--- src/rtl/regfile_sb_m2.sv ---
// regfile_sb_m2: decode-stage register file with a tagged reservation scoreboard.
// Define REGFILE_SB_BYPASS_EN to forward same-edge writebacks into the read ports.
module regfile_sb_m2 #(
  parameter int DATA_W     = 16,
  parameter int NUM_REGS   = 16,
  parameter int READ_PORTS = 3,
  parameter int TAG_W      = 3,
  localparam int AW        = $clog2(NUM_REGS)
) (
  input  logic                         clk,
  input  logic                         async_rst,
  input  logic                         clk_en,
  input  logic                         flush,
  input  logic                         reserve,
  input  logic [AW-1:0]                reserve_addr,
  input  logic [TAG_W-1:0]             reserve_tag,
  input  logic [READ_PORTS*AW-1:0]     rd_addr,
  input  logic [DATA_W-1:0]            r0_const,
  output logic [READ_PORTS*DATA_W-1:0] rd_data,
  output logic [READ_PORTS-1:0]        rd_busy,
  input  logic                         wb0_en,
  input  logic [AW-1:0]                wb0_addr,
  input  logic [TAG_W-1:0]             wb0_tag,
  input  logic [DATA_W-1:0]            wb0_data,
  input  logic                         wb1_en,
  input  logic [AW-1:0]                wb1_addr,
  input  logic [TAG_W-1:0]             wb1_tag,
  input  logic [DATA_W-1:0]            wb1_data,
  output logic [AW:0]                  busy_count,
  output logic                         idle
);

  logic [DATA_W-1:0]            mem_q [NUM_REGS];
  logic [DATA_W-1:0]            mem_d [NUM_REGS];
  logic [TAG_W-1:0]             tag_q [NUM_REGS];
  logic [TAG_W-1:0]             tag_d [NUM_REGS];
  logic [NUM_REGS-1:0]          busy_q, busy_d;
  logic [READ_PORTS*DATA_W-1:0] rd_data_q, rd_data_d;
  logic [READ_PORTS-1:0]        rd_busy_q, rd_busy_d;
  logic [AW:0]                  cnt_q, cnt_d;
  logic [AW-1:0]                ra;

  // Entry 0 is never written or reserved; wb1 is applied last so it wins.
  always_comb begin
    mem_d  = mem_q;
    tag_d  = tag_q;
    busy_d = busy_q;
    for (int r = 1; r < NUM_REGS; r++) begin
      if (wb0_en && wb0_addr == AW'(r)) begin
        mem_d[r] = wb0_data;
        if (tag_q[r] == wb0_tag) busy_d[r] = 1'b0;
      end
      if (wb1_en && wb1_addr == AW'(r)) begin
        mem_d[r] = wb1_data;
        if (tag_q[r] == wb1_tag) busy_d[r] = 1'b0;
      end
      if (flush) begin
        busy_d[r] = 1'b0;
      end else if (reserve && reserve_addr == AW'(r)) begin
        busy_d[r] = 1'b1;
        tag_d[r]  = reserve_tag;
      end
    end
  end

  always_comb begin
    cnt_d = '0;
    for (int r = 1; r < NUM_REGS; r++)
      cnt_d = cnt_d + (AW+1)'(busy_d[r]);
  end

  always_comb begin
    rd_data_d = '0;
    rd_busy_d = '0;
    ra        = '0;
    for (int p = 0; p < READ_PORTS; p++) begin
      ra = rd_addr[p*AW +: AW];
      if (ra == '0) begin
        rd_data_d[p*DATA_W +: DATA_W] = r0_const;
      end else begin
`ifdef REGFILE_SB_BYPASS_EN
        rd_data_d[p*DATA_W +: DATA_W] = mem_d[ra];
        rd_busy_d[p] = busy_d[ra];
`else
        // Conservative: a same-edge reserve shows busy, a same-edge clear does not.
        rd_data_d[p*DATA_W +: DATA_W] = mem_q[ra];
        rd_busy_d[p] = busy_q[ra] |
                       (reserve && !flush && reserve_addr == ra);
`endif
      end
    end
  end

  always_ff @(posedge clk or posedge async_rst) begin
    if (async_rst) begin
      busy_q    <= '0;
      tag_q     <= '{default: '0};
      rd_data_q <= '0;
      rd_busy_q <= '0;
      cnt_q     <= '0;
    end else if (clk_en) begin
      busy_q    <= busy_d;
      tag_q     <= tag_d;
      rd_data_q <= rd_data_d;
      rd_busy_q <= rd_busy_d;
      cnt_q     <= cnt_d;
    end
  end

  always_ff @(posedge clk) begin
    if (clk_en) mem_q <= mem_d;
  end

  assign rd_data    = rd_data_q;
  assign rd_busy    = rd_busy_q;
  assign busy_count = cnt_q;
  assign idle       = (cnt_q == '0);

endmodule

--- config.mk ---
export PLATFORM = sky130hd
export DESIGN_NAME = regfile_sb_m2
export DESIGN_NICKNAME = d
export VERILOG_FILES = /design/src/rtl/regfile_sb_m2.sv
export SDC_FILE = /design/constraint.sdc
export NUM_CORES = 1
export LEC_CHECK = 0
export BUFFER_PORTS_ARGS = -buffer_cell sky130_fd_sc_hd__buf_2
export CAP_MARGIN = 40
export CORE_MARGIN = 3
export CORE_UTILIZATION = 55
export CTS_CLUSTER_SIZE = 14
export DETAILED_ROUTE_END_ITERATION = 8
export PLACE_DENSITY = 0.77
export SETUP_SLACK_MARGIN = 0.3
export SLEW_MARGIN = 20
export SYNTH_ARGS = -nofsm -noshare
export SYNTH_HDL_FRONTEND = slang
export SYNTH_SLANG_ARGS = --single-unit
--- constraint.sdc ---
create_clock -name clk -period 6.5 [get_ports clk]
set_input_delay 0.325 -clock clk [delete_from_list [all_inputs] [get_ports clk]]
set_output_delay 0.325 -clock clk [all_outputs]
set_load 0.005 [all_outputs]
==> results_dict.tcl <==
set metrics [dict create \
    numPortBuffers 143 \
    status "finished clean" \
    design_area_um2 25800 \
    worstSetupStartpointType "input port" \
    hpwl_um 53100 \
    grt_max_degree 51 \
    setup_viol 0 \
    p_sw_uw 1750 \
    fin_ws_ns 1.48 \
    fp.dieW_um 211 \
    grt_pass1_wl_um 121000 \
    tightest_slew_ns 0.985 \
    avgSynthCellArea_um2 12.2 \
    post-route-min-period_ns 5.02 \
    cts_post_setup_buffers_inserted 0 \
    maxSlewHeadroom_pct 34.2 \
    post_drt_via_cell_ratio 7.35 \
    ant_nets 0 \
    synth_area_leaders "edfxtp_1, mux2_2, dfrtp_1" \
    endpoint_kind "register" \
    worst_path_most_repeated_cell "fa_1" \
    clockRootBuffer "clkbuf_16" \
    rows 74 \
    hold_path.class "in -> reg" \
    cp_max_fo 18 \
    hold_viol 0 \
    critical_path.max_stage_delay_ns 0.57 \
    ctsHtreeMaxLevel 2 \
    synth_seq_cells 355 \
    cp.required_ns 6.95 \
    synth_top_area_share_pct 31.2 \
    synth_warnings 0 \
    pre_cts_slack_ns 0.918 \
    peakVddDrop_v 0.000142 \
    share_clk_of_total_power_pct 37.3 \
    die_area_um2 44400 \
    power.share.switching_pct 28.3 \
    dr.pass1.iters 7 \
    clk_pin_slew_worst_paths_ns 0.06 \
    drive_gt1_share_pct 35.4 \
    place_area_um2 24400 \
    skew_ns 0.0110 \
    antenna_found_initial 5 \
    crit_arrival_ns 5.47 \
    syn_inst 1884 \
    rsz0062_at_grt "no" \
    clock_sinks 355 \
    combPwrFrac_pct 18.4 \
    tns_ns 0 \
    dp.cells 2438 \
    synth.distinct_cells 62 \
    syn-num-nets 1984 \
    first_global_vias 18735 \
    synth-seq-area-share_pct 43.7 \
    crit_family "adder cells" \
    first_iter_violations 2686 \
    synthMostInstantiatedCell "mux2_2" \
    p_int_uw 4420 \
    leakage_uw 0.00971 \
    crit_chain "buf_2 -> nand2_1 -> or4_1 -> buf_4 -> or4_4 -> o2111ai_2 -> nand2_1 -> fa_1 -> inv_1 -> fa_1 -> fa_1 -> fa_1 -> inv_1 -> fa_1 -> fa_1 -> mux2_2" \
    maxCapViolCount 0 \
    ctsResizeCount 0 \
    start_util_pct 56.1 \
    drv_slew 0 \
    synthArstFlopShare_pct 32.4 \
    gp_congestion 0.983 \
    ys.flop_type "edfxtp_1" \
    synth_common_cells "mux2_2, edfxtp_1, mux2i_1" \
    post_drt_wl_per_cell_um 32.7 \
    die_h_um 211 \
    fmaxAchievable_mhz 199 \
    core_um2 41100 \
    cp_slowest_cell "or4_4" \
    overflow 0 \
    clockBufferDepth 3 \
    cts_inserted_buffers 40 \
    power_density_nw_per_um2 239 \
    routed_wl_um 82600 \
    finalNetCount 2054 \
    synth_area_um2 23100 \
    drcViolationCount 0 \
    yosys.area.top_type "edfxtp_1" \
    crit_type "in -> reg" \
    path_buf_inv 4 \
    power_uw 6170 \
    p_seq_share_pct 44.2 \
    cts_tree "done" \
    fin_cells 2523 \
    grt_use_total_pct 36.6 \
    vias 18534 \
    finalCritPeriodShare_pct 77.2 \
    postCtsHoldBufs 1 \
    clk_latency_ns 0.57 \
    areaGrowthSynthToFinish_pct 12.0 \
    synth_edf_count 240 \
    io_pins 145 \
]
area by class of cell:
| cell class | instances | area, µm² |
|---|---|---|
| well taps | 532 | 666 |
| flip-flops and latches | 355 | 10100 |
| diodes | 5 | 12.5 |
| inverters | 37 | 141 |
| fillers | 3133 | 15300 |
| repair buffers | 209 | 1430 |
| clock inverters | 17 | 168 |
| clock buffers | 57 | 1140 |
| multi-input cells | 1311 | 12200 |
layout by cell type (no fill, tap or decap), drive strengths merged, types with 7 or more instances in the layout:
master   instances
xnor2           79
nor2           111
o22ai           41
nor3            27
o221ai          30
clkinv          10
o21ai            7
a2111oi          9
nand3           19
fa              10
a221oi          15
inv             39
o221a           12
mux2i          166
clkbuf          57
nand2           67
a211oi          45
xor2            24
buf            208
a221o           14
a22oi           36
nand2b          16
nand4           27
nor4            12
nor2b           24
mux4            74
mux2           330
or3             10
o32ai           14
a21oi           33
or4              7
edfxtp         240
dfrtp          115
a22o            11
flip-flops by register name, indices dropped and copies added, names as in the netlist:
signal,count
tag_q,45
mem_q,240
rd_busy,3
busy_q,15
rd_data,48
busy_count,4
routing by layer:
layer | GRT usage (%) | vias up | wire [µm]
met5 | 0.431 | - | 0
met4 | 22.6 | 0 | 5770
met3 | 10.5 | 429 | 11100
met2 | 57.1 | 1472 | 37100
met1 | 45.4 | 9169 | 28700
li1 | - | 7464 | -
power groups by stage:
| stage | Clock, µW | Sequential [µW] | Combinational (µW) |
|---|---|---|---|
| after floorplan | 0 | 2720 | 743 |
| after global placement | 0 | 2760 | 1060 |
| after detailed placement | 0 | 2760 | 1100 |
| after CTS | 2310 | 2720 | 1110 |
| after global routing | 2400 | 2740 | 1210 |
| final | 2300 | 2730 | 1140 |
through the flow:
stage	util, %	hold WS, ns
2_1_floorplan	-	0.477
3_3_place_gp	58.8	0.493
3_5_place_dp	59.4	0.409
4_1_cts	62.6	0.0865
5_1_grt	62.8	0.126
6_report	62.8	0.107
worst register-to-register path, stage by stage, from the launching register on:
cell	delay (ns)
dfrtp_1	0.42
xor2_1	0.17
or4_1	0.52
o211ai_1	0.12
nand2_1	0.13
fa_1	0.52
inv_1	0.06
fa_1	0.49
fa_1	0.44
fa_1	0.49
inv_1	0.05
fa_1	0.40
fa_1	0.50
mux2_2	0.27
cell families after synthesis:
family,count (synthesis),share of synthesized area (%)
muxes,570,30.5
DFF,355,43.7
and+or+nand+nor,336,7.21
AOI/OAI and AO/OA,289,9.61
buffers and inverters,218,4.02
xor gates and xnor gates,103,3.91
adders and majority gates,12,0.976
other,1,0.0163
worst paths after layout:
kind                              start             to  slack (ns)  cells past startpoint
hold / removal             r0_const[11]    rd_data[11]        0.11                      3
hold reg to reg              rd_data[9]     rd_data[9]        0.51                      1
setup reg to reg              tag_q[34]  busy_count[1]        1.79                     13
max in group asynchronous     async_rst    rd_data[10]        5.04                      4
min in group asynchronous     async_rst      tag_q[24]        0.36                      3
setup / recovery                 wb1_en  busy_count[1]        1.48                     16
No activity file was read; power rests on OpenSTA's default activity.
